==> config.mk <==
export PLATFORM = sky130hd
export DESIGN_NAME = round_timer_controller
export DESIGN_NICKNAME = d
export VERILOG_FILES = /design/src/rtl/round_timer_controller.sv
export SDC_FILE = /design/constraint.sdc
export NUM_CORES = 1
export LEC_CHECK = 0
export BUFFER_PORTS_ARGS = -buffer_cell sky130_fd_sc_hd__clkbuf_2
export CAP_MARGIN = 10
export CORE_ASPECT_RATIO = 1.25
export CORE_MARGIN = 5
export CORE_UTILIZATION = 61
export DETAILED_ROUTE_END_ITERATION = 6
export PLACE_DENSITY = 0.91
export SYNTH_ARGS = -nofsm -noshare
export SYNTH_HDL_FRONTEND = slang
export SYNTH_SLANG_ARGS = --single-unit
==> constraint.sdc <==
create_clock -name ClockIn -period 7.9 [get_ports ClockIn]
set_input_delay 0.79 -clock ClockIn [delete_from_list [all_inputs] [get_ports ClockIn]]
set_output_delay 0.79 -clock ClockIn [all_outputs]
set_load 0.01 [all_outputs]
==> src/rtl/round_timer_controller.sv <==
// Round timer: a get-ready countdown followed by the round countdown. Supports pause
// and bonus time, and shows the time left as two BCD digits for the HEX0/HEX1 decoders.
module round_timer_controller #(
   parameter int CLOCK_FREQUENCY = 50000000,
   parameter int ROUND_SECONDS   = 60,
   parameter int READY_SECONDS   = 3,
   parameter int BONUS_SECONDS   = 5
) (
   input  logic       ClockIn,
   input  logic       Reset,
   input  logic       Start,
   input  logic       Pause,
   input  logic       Bonus,
   output logic [3:0] OnesValue,
   output logic [3:0] TensValue,
   output logic [2:0] State,
   output logic       Playing,
   output logic       SecondTick,
   output logic       GameOver
);

   typedef enum logic [2:0] {
      IDLE    = 3'd0,
      READY   = 3'd1,
      PLAYING = 3'd2,
      PAUSED  = 3'd3,
      OVER    = 3'd4
   } state_t;

   localparam int PRESCALE_W = (CLOCK_FREQUENCY > 1) ? $clog2(CLOCK_FREQUENCY) : 1;
   localparam logic [PRESCALE_W-1:0] PRESCALE_MAX = PRESCALE_W'(CLOCK_FREQUENCY - 1);
   localparam logic [PRESCALE_W-1:0] PRESCALE_ONE = PRESCALE_W'(1);
   localparam logic [3:0] ROUND_TENS   = 4'(ROUND_SECONDS / 10);
   localparam logic [3:0] ROUND_ONES   = 4'(ROUND_SECONDS % 10);
   localparam logic [3:0] READY_TENS   = 4'(READY_SECONDS / 10);
   localparam logic [3:0] READY_ONES   = 4'(READY_SECONDS % 10);
   localparam logic [7:0] BONUS_AMOUNT = 8'(BONUS_SECONDS);

   state_t                  state_q, state_d;
   logic [PRESCALE_W-1:0]   prescaler_q, prescaler_d;
   logic [3:0]              ones_q, ones_d, tens_q, tens_d;
   logic                    second_tick_q, second_tick_d;
   logic                    game_over_q, game_over_d;
   logic                    playing_q, playing_d;
   logic                    count_enable, tick, bonus_active;
   logic [7:0]              value_bin, stepped_value, next_value;

   function automatic logic [7:0] to_bcd(input logic [7:0] bin);
      logic [3:0] tens_digit;
      tens_digit = 4'(bin / 8'd10);
      return {tens_digit, 4'(bin - 8'(tens_digit) * 8'd10)};
   endfunction

   // The prescaler only runs while a countdown is live; pausing suppresses the tick.
   assign count_enable  = (state_q == READY) || ((state_q == PLAYING) && !Pause);
   assign tick          = count_enable && (prescaler_q == PRESCALE_MAX);
   assign bonus_active  = Bonus && ((state_q == PLAYING) || (state_q == PAUSED));

   // Tick and bonus share one saturating update so they combine on the same edge.
   assign value_bin     = {4'd0, tens_q} * 8'd10 + {4'd0, ones_q};
   assign stepped_value = value_bin - {7'd0, tick} + (bonus_active ? BONUS_AMOUNT : 8'd0);
   assign next_value    = (stepped_value > 8'd99) ? 8'd99 : stepped_value;

   always_comb begin
      state_d       = state_q;
      ones_d        = ones_q;
      tens_d        = tens_q;
      second_tick_d = 1'b0;
      game_over_d   = 1'b0;
      prescaler_d   = prescaler_q;
      if (count_enable) begin
         prescaler_d = (prescaler_q == PRESCALE_MAX) ? '0 : prescaler_q + PRESCALE_ONE;
      end

      case (state_q)
         IDLE, OVER: begin
            if (Start) begin
               state_d     = READY;
               tens_d      = READY_TENS;
               ones_d      = READY_ONES;
               prescaler_d = '0;
            end
         end
         READY: begin
            if (tick) begin
               second_tick_d = 1'b1;
               if (value_bin == 8'd1) begin
                  state_d = PLAYING;
                  tens_d  = ROUND_TENS;
                  ones_d  = ROUND_ONES;
               end else begin
                  {tens_d, ones_d} = to_bcd(next_value);
               end
            end
         end
         PLAYING: begin
            second_tick_d = tick;
            if (tick || bonus_active) begin
               {tens_d, ones_d} = to_bcd(next_value);
            end
            if (Pause) begin
               state_d = PAUSED;
            end else if (tick && (next_value == 8'd0)) begin
               state_d     = OVER;
               game_over_d = 1'b1;
            end
         end
         PAUSED: begin
            if (bonus_active) begin
               {tens_d, ones_d} = to_bcd(next_value);
            end
            if (!Pause) begin
               state_d = PLAYING;
            end
         end
         default: begin
            state_d = IDLE;
         end
      endcase

      playing_d = (state_d == PLAYING);
   end

   always_ff @(posedge ClockIn) begin
      if (Reset) begin
         state_q       <= IDLE;
         prescaler_q   <= '0;
         tens_q        <= ROUND_TENS;
         ones_q        <= ROUND_ONES;
         second_tick_q <= 1'b0;
         game_over_q   <= 1'b0;
         playing_q     <= 1'b0;
      end else begin
         state_q       <= state_d;
         prescaler_q   <= prescaler_d;
         tens_q        <= tens_d;
         ones_q        <= ones_d;
         second_tick_q <= second_tick_d;
         game_over_q   <= game_over_d;
         playing_q     <= playing_d;
      end
   end

   assign OnesValue  = ones_q;
   assign TensValue  = tens_q;
   assign State      = state_q;
   assign Playing    = playing_q;
   assign SecondTick = second_tick_q;
   assign GameOver   = game_over_q;

endmodule

After elaboration in Yosys (flattened, before gate mapping)

Index checks and enable logic that the tools add are counted.

Register bits: 40
Input port bits: 5
Output and inout bits: 14
Word-level logic and storage cells: 70

$add $sub $neg: 5
Multipliers: 2
Divide/modulo/power cells: 1
Order comparisons: 1
Eq/ne operators: 11
Multiplexer cells: 28
Bitwise gates (word level): 1
Reductions and logical operators: 14

Operators by type and width:

| operator                                                              | number |
|---|---|
| 26-bit two-way mux                                                    | 4 |
| 4-bit two-way mux                                                     | 10 |
| 4-bit one-hot mux with 4 select lines                                 | 2 |
| 26-bit by 1-bit adder with 26-bit output (second input constant)      | 1 |
| 26-bit == test (second input constant)                                | 1 |
| 3-bit two-way mux                                                     | 7 |
| 3-bit one-hot mux with 4 select lines                                 | 1 |
| 3-bit by 2-bit == test with 1-bit output (second input constant)      | 3 |
| 8-bit by 3-bit adder with 8-bit output                                | 1 |
| 8-bit by 4-bit adder with 8-bit output                                | 1 |
| 8-bit by 4-bit divider with 8-bit output (second input constant)      | 1 |
| 8-bit by 1-bit == test with 1-bit output (second input constant)      | 1 |
| 8-bit by 7-bit > comparator with 1-bit output (second input constant) | 1 |
| 8-bit zero test                                                       | 1 |
| 8-bit two-way mux                                                     | 1 |
| 8-bit by 1-bit subtractor with 8-bit output                           | 1 |
| 4-bit by 3-bit multiplier with 7-bit output (second input constant)   | 1 |
| 2-bit != test (second input constant)                                 | 3 |
| 5-bit AND reduction                                                   | 1 |
| 1-bit logical AND                                                     | 4 |
| 4-bit by 3-bit multiplier with 3-bit output (second input constant)   | 1 |
| 4-bit nonzero test                                                    | 1 |
| 4-bit subtractor                                                      | 1 |
| 3-bit by 1-bit == test with 1-bit output (second input constant)      | 1 |
| other kinds (10)                                                      | 13 |

Depth between registers and ports, before layout

Word-level depth: 14
Gate-level depth with buffers: 26
Mapped depth without buffers: 25

Worst setup path before layout

OpenSTA, ideal clock, no wires.

Path kind: register to register
Start: reg prescaler_q[7]
End: reg ones_q[3] (netlist: OnesValue[3])
Setup time: 0.122 ns
Arrival time: 5.760 ns
Required time: 7.778 ns
Path slack: 2.018 ns
Cell stages (with the launch flop): 27
Path buffers: 1
Clock period less this slack: 5.882 ns
Path through: dfxtp_1 nor4b_1 nand4_1 nor4_2 nand2_1 ha_1 ha_1 inv_1 fa_1 and2b_1 o21ai_0 a311oi_2 buf_4 nor2_1 a32oi_1 inv_1 o21a_1 ha_1 nand2_1 nor4b_2 o32ai_1 a221o_1 ha_1 fa_1 xor2_1 and4bb_1 a221o_1

Longest elaborated chain between the ends: 12
Elaborated cells on any way between the ends: 18
Classes of those cells: add/sub (3); mul (1); div (1); order compare (1); eq/ne (3); mux (6); reduce/logical (3)

RTL lines:

| what                                          | line | source |
|---|---|---|
| from (decl)                                   | 40   | `logic [PRESCALE_W-1:0] prescaler_q, prescaler_d;` |
| from (signal assigned)                        | 135  | `prescaler_q <= prescaler_d;` |
| 26-bit == test (*)                            | 56   | `assign tick = count_enable && (prescaler_q == PRESCALE_MAX);` |
| 1-bit logical AND (*)                         | 56   |  |
| 8-bit by 1-bit subtractor with 8-bit output   | 61   | `assign stepped_value = value_bin - {7'd0, tick} + (bonus_active ? BONUS_AMOUNT : 8'd0);` |
| 8-bit by 3-bit adder with 8-bit output        | 61   |  |
| 8-bit by 7-bit > comparator with 1-bit output | 62   | `assign next_value = (stepped_value > 8'd99) ? 8'd99 : stepped_value;` |
| 8-bit two-way mux                             | 62   |  |
| 8-bit by 4-bit divider with 8-bit output      | 50   | `tens_digit = 4'(bin / 8'd10);` |
| 4-bit by 3-bit multiplier with 3-bit output   | 51   | `return {tens_digit, 4'(bin - 8'(tens_digit) * 8'd10)};` |
| 4-bit subtractor                              | 51   |  |
| 4-bit two-way mux                             | 87   | `if (value_bin == 8'd1) begin` |
| 4-bit two-way mux                             | 85   | `if (tick) begin` |
| 4-bit one-hot mux with 4 select lines         | 75   | `case (state_q)` |
| to (signal assigned)                          | 137  | `ones_q <= ones_d;` |
| to (decl)                                     | 41   | `logic [3:0] ones_q, ones_d, tens_q, tens_d;` |

Mark *: on every way between the ends. The rest lies on a longest branch, timed or not. The select of a mux whose other input is x is not followed.
A chain may end at the register's enable or synchronous reset.

Worst setup path after layout

Same ends and word-level chain as after synthesis.

==> metrics.log <==
INFO  metric cts_resized = 0
INFO  metric post_drt_via_cell_ratio = 6.04
INFO  metric synth-seq-area-share = roughly a quarter
INFO  metric yosys.area_share.adder = about an eighth
INFO  metric first_pass_iters = 4
INFO  metric insertion_delay = around 0.29 ns
INFO  metric timing.setup.critical_path_class = flip-flop to flip-flop
INFO  metric drc_errors = 0
INFO  metric setup_slack = between 0.8 and 0.9 ns
INFO  metric fillers = 388
INFO  metric switching_share = around 37%
INFO  metric main_combinational_cell_family_by_area_after_synthesis = simple AND/OR/NAND/NOR gates
INFO  metric globalRouteTotalUtil = between 20% and 30%
INFO  metric path_max_fanout = 11
INFO  metric design.portCount = 19
INFO  metric synth_instances = 362
INFO  metric via_count_of_the_first_global_routing_pass = 2,588
INFO  metric drv_cap = 0
INFO  metric finalNetCount = between 400 and 500
INFO  metric post_synth_main_area_contributors = sky130_fd_sc_hd__dfxtp_1, sky130_fd_sc_hd__ha_1, sky130_fd_sc_hd__nor2_1, sky130_fd_sc_hd__xor2_1, sky130_fd_sc_hd__xnor2_1
INFO  metric tightestPinTransition = just over 0.9 ns
INFO  metric synth_compound_area_share = between 10% and 20%
INFO  metric result_of_the_run = finished, final reports clean
INFO  metric min_period = 7.01 ns
INFO  metric end_kind = flip-flop
INFO  metric flip_flop_and_latch_area = ~800 um2
INFO  metric gr-total-overflow = 0
INFO  metric gp_congestion = about 0.9
INFO  metric critical_path_required = slightly above 8 ns
INFO  metric cts.reportedPaths.clkPinSlew = around 0.070 ns
INFO  metric power.share.sequential = a little under two fifths
INFO  metric synth_nets = between 300 and 400
INFO  metric critPathLaunchType = flip-flop
INFO  metric p_int = approximately 350 uW
INFO  metric worst_ep_arrival_time = roughly 7.2 ns
INFO  metric setup_viol = 0
INFO  metric final_hold_viol_count = 0
INFO  metric vias = approximately 2,600
INFO  metric synth_top_area_cell = sky130_fd_sc_hd__dfxtp_1
INFO  metric rr_worst_depth = 25
INFO  metric total_number_of_yosys_warnings = 0
INFO  metric syn2layout_area_growth = 6.47%
INFO  metric post_cts_buffers = 0
INFO  metric dp_hpwl = 5.08 mm
INFO  metric placement.io_buffers = 18
INFO  metric wl_per_cell = 14.9 um
INFO  metric y_dimension_of_the_die = slightly below 90 um
INFO  metric cts_made_buffers = 5
INFO  metric stdcell_count = approximately 440
INFO  metric num_antenna_cells = 0
INFO  metric fp.dieW = approximately 73 um
INFO  metric antenna_violations_before_repair = 0
INFO  metric holdBufCountCts = 0
INFO  metric post_synth_xor_area_fraction = between 10% and 20%
INFO  metric final_layout_size_suffix_gt1_share = roughly a tenth
INFO  metric count_of_flip_flops_with_a_built_in_enable_after_synthesis = 0
INFO  metric die_footprint = around 6400 um2
INFO  metric synth_flop_cell = sky130_fd_sc_hd__dfxtp_1
INFO  metric multiInputGateArea = 2080 um2
INFO  metric htree_num_levels = 2
INFO  metric holdPathStages = 2
INFO  metric vdd.ir_drop.worst = approximately 81 uV
INFO  metric yosys-top-cells-count = sky130_fd_sc_hd__nor2_1, sky130_fd_sc_hd__dfxtp_1, sky130_fd_sc_hd__nand2_1
INFO  metric hold_class = flip-flop to flip-flop
INFO  metric drt_iter0_drc = 238
INFO  metric timing.final.max_slew_violations = 0
INFO  metric timing.slew.headroom = 37.6%
INFO  metric cts_sinks = 40
INFO  metric synth.most_common_cell = sky130_fd_sc_hd__nor2_1
INFO  metric clockRootBuffer = sky130_fd_sc_hd__clkbuf_8
INFO  metric pre_cts_ws = 0.989 ns
INFO  metric fmax = 143 MHz
INFO  metric rows = 28
INFO  metric netlist-cell-type-count = 64
INFO  metric ant_nets = 0
INFO  metric grt_pass1_wl = approximately 11 mm
INFO  metric tns = 0 ns
INFO  metric floorplan.initialDensity = a little over three fifths
INFO  metric cell_pwr_density = around 170 nW/um2
INFO  metric synth_top_cell_area_share = a little over a quarter
INFO  metric power.share.clock = a little under a quarter
INFO  metric min_period_over_period = between 80% and 90%
INFO  metric static-leakage-power = 0.00127 uW
INFO  metric clock_tree_from_tritoncts = built
INFO  metric clockBufferDepth = 2
INFO  metric muxShareOfSynthArea = 1.71%
INFO  metric rsz0062_at_grt = no
INFO  metric grt_max_degree = 25
INFO  metric netlist_area = ~3000 um2
INFO  metric p_sw = 203 uW
INFO  metric yosys_register_bits = 40
INFO  metric avgSynthCellArea = slightly above 8 um2
INFO  metric finalWirelength = ~6.5 mm
INFO  metric clock-skew-final = ~0.0030 ns
INFO  metric floorplan.core_area = 4760 um2
INFO  metric postSynth.asyncResetShare = 0%
INFO  metric combinationalPowerShare = 39.6%
INFO  metric simple_gate_area_share_of_the_yosys_netlist = roughly 28%
INFO  metric numPlacedInstances = 430
layer usage:
metal  up-vias  track usage [%]  wire length, um  share of wire [%]
li1       1307                -                -                  -
met4         0             7.89              134                2.1
met1      1267             26.5             2850                 44
met2        49             38.6             3300                 51
met3        16             3.18              240                3.7
met5         -                0                0                  0
registers in the layout, summed over array words and instances (netlist names):
register,flops
GameOver,1
OnesValue,4
Playing,1
SecondTick,1
State,3
TensValue,4
prescaler_q,26
final timing paths:
path	startpoint	slack [ns]	end
max	prescaler_q[7]$_SDFF_PP0_	0.89	OnesValue[3]$_SDFFE_PP0P_
min	prescaler_q[1]$_SDFF_PP0_	0.48	prescaler_q[1]$_SDFF_PP0_
max reg2reg	prescaler_q[7]$_SDFF_PP0_	0.89	OnesValue[3]$_SDFFE_PP0P_
min reg2reg	prescaler_q[1]$_SDFF_PP0_	0.48	prescaler_q[1]$_SDFF_PP0_
metrics by stage:
step	hold WS, ns	area (um2)	utilization, %	total power [uW]
floorplan	0.448	3000	-	388
global placement	0.463	3110	65.4	422
detailed placement	0.469	3110	65.4	430
CTS	0.481	3190	67.0	555
global route	0.505	3190	67.0	590
finish	0.480	3190	67.0	555
worst max-delay path, cell delays in order (launching register included):
cell and delay (ns):
sky130_fd_sc_hd__dfxtp_1 0.36, sky130_fd_sc_hd__nor4b_1 0.40, sky130_fd_sc_hd__nand4_1 0.21, sky130_fd_sc_hd__nor4_2 0.49
sky130_fd_sc_hd__nand2_1 0.24, sky130_fd_sc_hd__ha_1 0.34, sky130_fd_sc_hd__ha_1 0.20, sky130_fd_sc_hd__inv_1 0.07
sky130_fd_sc_hd__fa_1 0.39, sky130_fd_sc_hd__and2b_1 0.25, sky130_fd_sc_hd__o21ai_0 0.12, sky130_fd_sc_hd__a311oi_2 0.74
sky130_fd_sc_hd__nor2b_2 0.31, sky130_fd_sc_hd__nand2_1 0.08, sky130_fd_sc_hd__and3b_1 0.18, sky130_fd_sc_hd__o21a_1 0.20
sky130_fd_sc_hd__ha_1 0.30, sky130_fd_sc_hd__nand2_1 0.08, sky130_fd_sc_hd__nor4b_2 0.25, sky130_fd_sc_hd__o32ai_1 0.12
sky130_fd_sc_hd__a221o_1 0.34, sky130_fd_sc_hd__ha_1 0.22, sky130_fd_sc_hd__fa_1 0.37, sky130_fd_sc_hd__xor2_1 0.18
sky130_fd_sc_hd__and4bb_1 0.20, sky130_fd_sc_hd__a221o_1 0.25
cells in the final DEF (no fill, tap or decap), types with 11 or more instances in the layout:
| cell | synthesis | routed |
|---|---|---|
| sky130_fd_sc_hd__nand2_1 | 29 | 29 |
| sky130_fd_sc_hd__clkbuf_2 | 0 | 18 |
| sky130_fd_sc_hd__dfxtp_1 | 40 | 40 |
| sky130_fd_sc_hd__xnor2_1 | 14 | 14 |
| sky130_fd_sc_hd__ha_1 | 23 | 23 |
| sky130_fd_sc_hd__xor2_1 | 20 | 20 |
| sky130_fd_sc_hd__a21oi_1 | 13 | 13 |
| sky130_fd_sc_hd__nand2b_1 | 11 | 11 |
| sky130_fd_sc_hd__nand3_1 | 16 | 16 |
| sky130_fd_sc_hd__nor2_1 | 50 | 50 |
| sky130_fd_sc_hd__inv_1 | 19 | 19 |
power groups by stage:
stage | sequential, uW | clock (uW) | combinational, uW
after floorplan | 213 | 0 | 175
after CTS | 208 | 128 | 218
after global routing | 209 | 137 | 244
after detailed placement | 213 | 0 | 218
final | 208 | 127 | 220
after global placement | 213 | 0 | 209
cells by family (layout without fill, tap and decap cells):
group | Yosys count | count (layout)
compound gates | 66 | 66
xor+xnor | 35 | 35
fa+ha+maj | 27 | 27
buf+inv | 29 | 44
flops | 40 | 40
mux | 5 | 5
simple gates | 160 | 160
final cells by class:
type                       instances  share of cell area (%)
clock buffer                       6                    2.27
timing repair buffer              18                    2.82
sequential                        40                    25.1
tap                               60                    2.35
clock inverter                     1                   0.157
inverter                          19                    2.23
multi-input combinational        293                    65.1
Power figures use the tool's default switching activity.
